## src/rtl/reg_file_reader_if.sv

```systemverilog
// Request and read-data handshake bundle for the register-file burst reader.
// The master side issues requests and consumes words; the slave side is the reader.
interface reg_file_reader_if #(
    parameter int W  = 8,
    parameter int AW = 3
);
    logic          req_valid;
    logic          req_ready;
    logic [AW-1:0] req_addr;
    logic [AW-1:0] req_len;
    logic          rd_valid;
    logic          rd_ready;
    logic [W-1:0]  rd_data;
    logic          rd_last;

    modport master (
        output req_valid, req_addr, req_len, rd_ready,
        input  req_ready, rd_valid, rd_data, rd_last
    );

    modport slave (
        input  req_valid, req_addr, req_len, rd_ready,
        output req_ready, rd_valid, rd_data, rd_last
    );
endinterface

```

## src/rtl/reg_file_reader.sv

```systemverilog
// Burst read sequencer: takes (start address, beat count) and streams register
// words out one per beat on a valid/ready port, wrapping addresses modulo 2**AW.
module reg_file_reader #(
    parameter int W  = 8,
    parameter int AW = 3
) (
    input  logic                    clk,
    input  logic                    rst,
    input  logic [(2**AW)*W-1:0]    regs,
    reg_file_reader_if.slave        bus,
    output logic                    busy
);
    localparam int N = 2 ** AW;

    typedef enum logic {
        IDLE   = 1'b0,
        STREAM = 1'b1
    } state_t;

    state_t        state_q, state_d;
    logic [W-1:0]  rd_data_q, rd_data_d;
    logic          rd_last_q, rd_last_d;
    logic [AW-1:0] addr_q, addr_d;
    logic [AW-1:0] cnt_q, cnt_d;

    logic [W-1:0]  word [N];

    for (genvar gi = 0; gi < N; gi++) begin : g_word
        assign word[gi] = regs[gi*W +: W];
    end

    always_ff @(posedge clk or negedge rst) begin
        if (!rst) begin
            state_q <= IDLE;
        end else begin
            state_q <= state_d;
        end
    end

    always_comb begin
        state_d = state_q;
        case (state_q)
            IDLE:    if (bus.req_valid) state_d = STREAM;
            STREAM:  if (bus.rd_ready && rd_last_q) state_d = IDLE;
            default: state_d = IDLE;
        endcase
    end

    always_comb begin
        bus.req_ready = (state_q == IDLE);
        busy          = (state_q != IDLE);
        // rd_valid is exactly "in STREAM": entered with a word loaded, left when the last one goes.
        bus.rd_valid  = (state_q == STREAM);
        bus.rd_data   = rd_data_q;
        bus.rd_last   = rd_last_q;
    end

    always_comb begin
        rd_data_d = rd_data_q;
        rd_last_d = rd_last_q;
        addr_d    = addr_q;
        cnt_d     = cnt_q;
        case (state_q)
            IDLE: begin
                if (bus.req_valid) begin
                    rd_data_d = word[bus.req_addr];
                    addr_d    = bus.req_addr + 1'b1;
                    cnt_d     = bus.req_len;
                    rd_last_d = (bus.req_len == '0);
                end
            end
            STREAM: begin
                if (bus.rd_ready) begin
                    if (rd_last_q) begin
                        rd_last_d = 1'b0;
                    end else begin
                        rd_data_d = word[addr_q];
                        addr_d    = addr_q + 1'b1;
                        cnt_d     = cnt_q - 1'b1;
                        rd_last_d = (cnt_q == AW'(1));
                    end
                end
            end
            default: ;
        endcase
    end

    always_ff @(posedge clk or negedge rst) begin
        if (!rst) begin
            rd_data_q <= '0;
            rd_last_q <= 1'b0;
            addr_q    <= '0;
            cnt_q     <= '0;
        end else begin
            rd_data_q <= rd_data_d;
            rd_last_q <= rd_last_d;
            addr_q    <= addr_d;
            cnt_q     <= cnt_d;
        end
    end
endmodule

```

## src/flat_wrapper.sv

```systemverilog
// flat-port wrapper written by rule: the top's interface ports become plain ports
module reg_file_reader_flat 
#(
    parameter int W  = 8,
    parameter int AW = 3
)
  (clk, rst, regs, busy, bus_req_valid, bus_req_addr, bus_req_len, bus_rd_ready, bus_req_ready, bus_rd_valid, bus_rd_data, bus_rd_last);
  reg_file_reader_if #(.W(W), .AW(AW)) bus_i ();
  input  logic clk;
  input  logic rst;
  input  logic [(2**AW)*W-1:0] regs;
  output logic busy;
  input wire logic [$bits(bus_i.req_valid)-1:0] bus_req_valid;
  input wire logic [$bits(bus_i.req_addr)-1:0] bus_req_addr;
  input wire logic [$bits(bus_i.req_len)-1:0] bus_req_len;
  input wire logic [$bits(bus_i.rd_ready)-1:0] bus_rd_ready;
  output wire logic [$bits(bus_i.req_ready)-1:0] bus_req_ready;
  output wire logic [$bits(bus_i.rd_valid)-1:0] bus_rd_valid;
  output wire logic [$bits(bus_i.rd_data)-1:0] bus_rd_data;
  output wire logic [$bits(bus_i.rd_last)-1:0] bus_rd_last;
  assign bus_i.req_valid = bus_req_valid;
  assign bus_i.req_addr = bus_req_addr;
  assign bus_i.req_len = bus_req_len;
  assign bus_i.rd_ready = bus_rd_ready;
  assign bus_req_ready = bus_i.req_ready;
  assign bus_rd_valid = bus_i.rd_valid;
  assign bus_rd_data = bus_i.rd_data;
  assign bus_rd_last = bus_i.rd_last;
  reg_file_reader #(.W(W), .AW(AW)) u_core (.clk(clk), .rst(rst), .regs(regs), .bus(bus_i), .busy(busy));
endmodule
```

## config.mk

```make
export PLATFORM = sky130hd
export DESIGN_NAME = reg_file_reader_flat
export DESIGN_NICKNAME = d
export VERILOG_FILES = /design/src/rtl/reg_file_reader_if.sv /design/src/rtl/reg_file_reader.sv /design/src/flat_wrapper.sv
export SDC_FILE = /design/constraint.sdc
export NUM_CORES = 1
export LEC_CHECK = 0
export CAP_MARGIN = 20
export CORE_MARGIN = 4
export CORE_UTILIZATION = 35
export CTS_CLUSTER_DIAMETER = 100
export DETAILED_ROUTE_END_ITERATION = 10
export PLACE_DENSITY = 0.69
export SYNTH_ARGS = -nofsm -noshare
export SYNTH_HDL_FRONTEND = slang
export SYNTH_SLANG_ARGS = --single-unit
```

## constraint.sdc

```tcl
create_clock -name clk -period 2 [get_ports clk]
set_input_delay 0.4 -clock clk [delete_from_list [all_inputs] [get_ports clk]]
set_output_delay 0.4 -clock clk [all_outputs]
set_load 0.005 [all_outputs]
```

# Yosys cells after proc, flatten, opt, wreduce, memory -nomap -nowiden
# Cells that the tools add are included.
[word_totals]
out_inout_bits = 12
in_bits = 74
register_bits = 16
wordCells = 46
latch_bits = 0
mem_bits_rw = 0
mem_bits_ro = 0
n_memories = 0
[op_classes]
bitwise_logic = 3
n_reduce_logical = 4
n_shift = 0
n_div = 0
n_lt_le_gt_ge = 2
n_addsub = 3
mux = 25
multipliers = 0
n_eq_ne = 4
[ops]
columns = ["operator", "n"]
rows = [
  ["8-bit two-way mux", 7],
  ["8-bit binary-select mux with 3-bit select", 2],
  ["3-bit two-way mux", 6],
  ["8-bit case mux with 2 select lines", 1],
  ["3-bit case mux with 2 select lines", 2],
  ["4-bit >= comparator, second input constant", 2],
  ["3-bit NOT with 4-bit output", 2],
  ["3-bit by 1-bit adder with 3-bit output, second input constant", 2],
  ["2-bit != test, second input constant", 3],
  ["1-bit two-way mux", 5],
  ["1-bit case mux with 2 select lines", 2],
  ["3-bit by 1-bit == test with 1-bit output, second input constant", 1],
  ["3-bit zero test", 1],
  ["3-bit AND reduction", 1],
  ["3-bit by 1-bit subtractor with 3-bit output, second input constant", 1],
  ["2-bit AND reduction", 1],
  ["1-bit logical AND", 1],
  ["1-bit NOT", 1],
]

# Longest topological paths before layout
[depth]
depth_word = 7
depth_mapped = 8
depth_no_buf = 5

# Least setup slack after synthesis
# Ideal clock, no wire load.
[synth_path]
path_kind = "register to register"
start = "register u_core.state_q, in the netlist u_core.bus.rd_valid"
end = "register u_core.addr_q[2]"
period_less_slack_ps = 1650
path_buffers = 2
t_arrival_ps = 1563
setup_time_ps = 87
setup_slack_ps = 350
required_time_ps = 1913
path_stages_with_launch = 8
cell_sequence = "dfrtp_1 buf_6 buf_2 mux2_2 ha_1 nand2_1 a211o_1 a22oi_1"
[synth_between]
elab_chain_len = 3
word_cells_on_any_way = 6
[synth_rtl]
columns = ["element", "line", "text"]
rows = [
  ["from (decl)", "reg_file_reader.sv:20", "state_t state_q, state_d;"],
  ["from (signal assigned)", "reg_file_reader.sv:36", "state_q <= state_d;"],
  ["1-bit NOT", "reg_file_reader.sv:63", "case (state_q)"],
  ["2-bit != test (no line)", "n/a", ""],
  ["3-bit AND reduction (no line)", "n/a", ""],
  ["to (signal assigned)", "reg_file_reader.sv:97", "addr_q <= addr_d;"],
  ["to (decl)", "reg_file_reader.sv:23", "logic [AW-1:0] addr_q, addr_d;"],
]
# Several ways; a longest one is shown, not always the timed one.
# A chain may end at the register's enable or synchronous reset.

# Final worst setup path
[layout_path]
start = "input bus_req_addr[1]"
end = "register u_core.rd_data_q[7], in the netlist u_core.bus.rd_data[7]"
[layout_between]
elab_chain_len = 6
[layout_rtl]
columns = ["element", "line", "text"]
rows = [
  ["from (decl)", "flat_wrapper.sv:14", "input wire logic [$bits(bus_i.req_addr)-1:0] bus_req_addr;"],
  ["3-bit NOT with 4-bit output (not written as such)", "reg_file_reader.sv:66", "rd_data_d = word[bus.req_addr];"],
  ["8-bit binary-select mux with 3-bit select", "reg_file_reader.sv:66", ""],
  ["8-bit two-way mux (not written as such) (2 in a row)", "reg_file_reader.sv:66", ""],
  ["8-bit two-way mux", "reg_file_reader.sv:65", "if (bus.req_valid) begin"],
  ["8-bit case mux with 2 select lines", "reg_file_reader.sv:63", ""],
  ["to (signal assigned)", "reg_file_reader.sv:95", "rd_data_q <= rd_data_d;"],
  ["to (decl)", "reg_file_reader.sv:21", "logic [W-1:0] rd_data_q, rd_data_d;"],
]
# No other way between the ends. The select of a mux whose other input is x is not followed.

==> flow_summary.rst <==
.. list-table::
   :header-rows: 1

   * - Metric
     - Value
   * - Status
     - finished clean
   * - Routability-driven placement congestion ratio
     - 0.844
   * - CTS H-tree lvls
     - 1
   * - Worst EP required
     - 2.13 ns
   * - Ranking of synthesized cells by area
     - sky130_fd_sc_hd__mux2i_1 26%, sky130_fd_sc_hd__dfrtp_1 21%, sky130_fd_sc_hd__mux4_1 8.3%
   * - Routed WL per cell
     - 16.6 um
   * - Biggest area consumer among synthesized cells
     - sky130_fd_sc_hd__mux2i_1
   * - Post-Layout Cell Count
     - 346
   * - Maximum clock frequency
     - 0.533 GHz
   * - Number of slew-limit violations in the final report
     - 0
   * - Placed wire-length estimate after detailed placement
     - 4600 um
   * - Average via count per standard cell
     - 5.53
   * - Detail Route Antenna Nets
     - 0
   * - Switching power share of the total
     - 39.9%
   * - Fillers
     - 476
   * - Number of antenna repair diodes
     - 0
   * - Least setup slack across all paths after layout
     - 0.123 ns
   * - Share of final-layout standard cells stronger than drive strength 1
     - 10.1%
   * - Antenna violations before repair
     - 0
   * - Setup Skew
     - 0.00222 ns
   * - Combined global-route utilization of all metal layers
     - 16.8%
   * - Worst Path Class, Setup
     - input port to flop
   * - Worst voltage drop across the vdd grid
     - 0.605 mV
   * - Total Die Area
     - 6680 um2
   * - Y dimension of the die
     - 81.8 um
   * - Hold Vio Cnt, Final
     - 0
   * - Yosys warnings
     - 0
   * - Combined area of all synthesized cells
     - 1900 um2
   * - Hold-fix buffers, CTS
     - 0
   * - Clock network fraction of design power
     - 10.5%
   * - Starting density of the core
     - 36.6%
   * - Crit Path Max Fanout
     - 13
   * - Synthesized flop and latch total
     - 16
   * - Clock network latency to the later pin of the worst-skew pair
     - 0.25 ns
   * - Number of buffers created by CTS
     - 3
   * - Portion of total power attributed to sequential cells
     - 22.8%
   * - Transition time of the tightest slew-check pin
     - 0.405 ns
   * - Residual DRC count
     - 0
   * - Syn_area_per_cell
     - 10.0 um2
   * - Clock tree from TritonCTS
     - done
   * - Vias in the first global route
     - 1906
   * - Cell row count
     - 26
   * - Type of element launching the critical path
     - input port
   * - Port-buffer cells
     - 85
   * - Pwr dens
     - 958 nW/um2
   * - Post-synthesis net count
     - 267
   * - Clock root cell
     - sky130_fd_sc_hd__clkbuf_8
   * - Fraction of the yosys area taken by sequential cells
     - 21.0%
   * - Global-route wire length before repair
     - 8810 um
   * - First-pass detailed-route iteration total
     - 4
   * - Area after detailed placement
     - 2840 um2
   * - Total Routed Length
     - 5750 um
   * - Die Width
     - 81.8 um
   * - Cell Int Power
     - 1670 uW
   * - Iteration-0 DRC count of the detailed router
     - 125
   * - Post-Layout Inst Area
     - 2900 um2
   * - Count of endpoints failing setup in the final report
     - 0
   * - CTS sink cnt
     - 16
   * - Resized cells post-CTS
     - 0
   * - Top cell type's share of synthesized area
     - 25.8%
   * - Worst hold path class
     - input port to async pin
   * - Setup Slack @ Placement
     - -0.126 ns
   * - Period Utilization, post-route
     - 93.8%
   * - Core ar.
     - 5200 um2
   * - Vias
     - 1913
   * - CTS clock-pin slew for the worst setup and hold paths
     - 0.06 ns
   * - Element type at the critical path end
     - flop
   * - Leading cell types in the layout, fill and taps excluded
     - 85 x sky130_fd_sc_hd__clkdlybuf4s50_1, 49 x sky130_fd_sc_hd__mux2i_1, 16 x sky130_fd_sc_hd__dfrtp_1, 12 x sky130_fd_sc_hd__o22ai_1, 11 x sky130_fd_sc_hd__buf_4
   * - Final worst hold slack
     - 0.463 ns
   * - Mapped Cells
     - 190
   * - Final global-route overflow total
     - 0
   * - Most common cell after layout, fill and taps aside
     - sky130_fd_sc_hd__clkdlybuf4s50_1
   * - P_leak
     - 0.00120 uW
   * - Area of the multi-input gates
     - 1370 um2
   * - Buffers from clock root to sink, at most
     - 2
   * - Area growth syn-to-layout
     - 52.0%
   * - Total Nets Final
     - 354
   * - Pin count of the biggest net entering global routing
     - 23
   * - Combinational share of power
     - 66.8%
   * - Worst EP arrival
     - 2.01 ns
   * - Post-synthesis cell type count
     - 32
   * - Rel. slew slack
     - 73.0%
   * - Post-CTS setup-driven buffer insertion count
     - 0
   * - Minimum period implied by the final worst setup slack
     - 1.88 ns
   * - Logic depth of the worst register-to-register path
     - 4
   * - Num ports
     - 86
   * - Register area
     - 400 um2
   * - Number of cells in the design after placement
     - 342
   * - Unrepaired setup endpoints after global routing
     - no
   * - PnR Total Power
     - 2770 uW
   * - Switching power total
     - 1110 uW
   * - Max_cap viols
     - 0
-- metrics by stage --
stage               utilization (%)  setup TNS (ns)
global placement               54.6          -0.323
CTS                            55.6               0
finish                         55.6               0
global route                   55.6               0
floorplan                         -               0
detailed placement             54.6          -0.602
-- power by group through the flow --
| stage | Sequential [uW] | Clock [uW] | Combinational (uW) |
|---|---|---|---|
| floorplan | 588 | 0 | 1240 |
| global placement | 636 | 0 | 1830 |
| detailed placement | 638 | 0 | 1860 |
| CTS | 631 | 302 | 1870 |
| global route | 656 | 315 | 2060 |
| finish | 632 | 290 | 1850 |
-- synthesized netlist by cell type --
cell type,instances
sky130_fd_sc_hd__nor2b_1,5
sky130_fd_sc_hd__mux2i_1,49
sky130_fd_sc_hd__o21ai_0,9
sky130_fd_sc_hd__a21oi_1,7
sky130_fd_sc_hd__inv_1,3
sky130_fd_sc_hd__nand2b_1,2
sky130_fd_sc_hd__buf_4,1
sky130_fd_sc_hd__and3b_1,1
sky130_fd_sc_hd__and2_1,1
sky130_fd_sc_hd__buf_2,11
sky130_fd_sc_hd__o211ai_1,1
sky130_fd_sc_hd__or3_1,1
sky130_fd_sc_hd__a22oi_1,10
sky130_fd_sc_hd__o22ai_1,12
sky130_fd_sc_hd__dfrtp_1,16
sky130_fd_sc_hd__nor4_1,4
sky130_fd_sc_hd__a211o_1,2
sky130_fd_sc_hd__ha_1,3
sky130_fd_sc_hd__nor2_2,1
sky130_fd_sc_hd__nand3_1,1
sky130_fd_sc_hd__a31oi_1,1
sky130_fd_sc_hd__xnor2_1,1
sky130_fd_sc_hd__or3b_2,3
sky130_fd_sc_hd__buf_6,2
sky130_fd_sc_hd__mux4_2,5
sky130_fd_sc_hd__nand2_1,8
sky130_fd_sc_hd__a32oi_1,5
sky130_fd_sc_hd__nor2_1,10
sky130_fd_sc_hd__mux4_1,6
sky130_fd_sc_hd__nand3b_1,5
sky130_fd_sc_hd__buf_12,2
sky130_fd_sc_hd__mux2_2,2
-- layout make-up --
class	count	share of cell area (%)
Tap cell	70	3.03
Timing Repair Buffer	98	33.6
Multi-Input combinational cell	155	47.2
Sequential cell	16	13.8
Clock buffer	4	1.90
Inverter	3	0.389
-- path summary, 6_finish.rpt --
kind / from / to / slack (ns)
worst max register to register: u_core.addr_q[0] / u_core.bus.rd_data[4] / 0.39
min in group clk: u_core.bus.rd_data[5] / u_core.bus.rd_data[5] / 0.50
worst min register to register: u_core.bus.rd_data[5] / u_core.bus.rd_data[5] / 0.50
worst max-delay path: bus_req_addr[1] / u_core.bus.rd_data[7] / 0.12
max in group asynchronous: rst / u_core.bus.rd_data[2] / 1.35
worst min-delay path: rst / u_core.bus.rd_last / 0.46
-- worst max-delay path, cell delays in order --
cell                              delay, ns
sky130_fd_sc_hd__clkdlybuf4s50_1       0.53
sky130_fd_sc_hd__buf_12                0.17
sky130_fd_sc_hd__mux4_2                0.50
sky130_fd_sc_hd__nand2b_1              0.16
sky130_fd_sc_hd__a32oi_1               0.15
sky130_fd_sc_hd__o21ai_0               0.10
-- per-layer routing --
layer	up-vias	GRT usage (%)	share of wire (%)	routed length (um)
met1	916	21.5	44	2540
met2	62	29.6	49	2790
li1	928	-	-	-
met5	-	0	0	0
met4	0	3.16	0.89	51
met3	7	3.18	6.4	370
-- state kept, by name (all words and copies together), names as in the netlist --
register and count:
u_core.bus.rd_data 8, u_core.addr_q 3, u_core.cnt_q 3, u_core.bus.rd_last 1
u_core.bus.rd_valid 1
-- kinds of logic (layout without fill, tap and decap cells) --
family / after synthesis / in the layout / share of synthesized area, %
AO/OA/AOI/OAI: 47 / 47 / 16.0
multiplexers: 62 / 62 / 41.1
AND/OR/NAND/NOR: 42 / 42 / 12.2
buffers and inverters: 19 / 105 / 7.16
flip-flops: 16 / 16 / 21.0
XOR/XNOR: 1 / 1 / 0.460
adder cells (fa/ha/maj): 3 / 3 / 1.97
(Power assumes the default switching activity.)
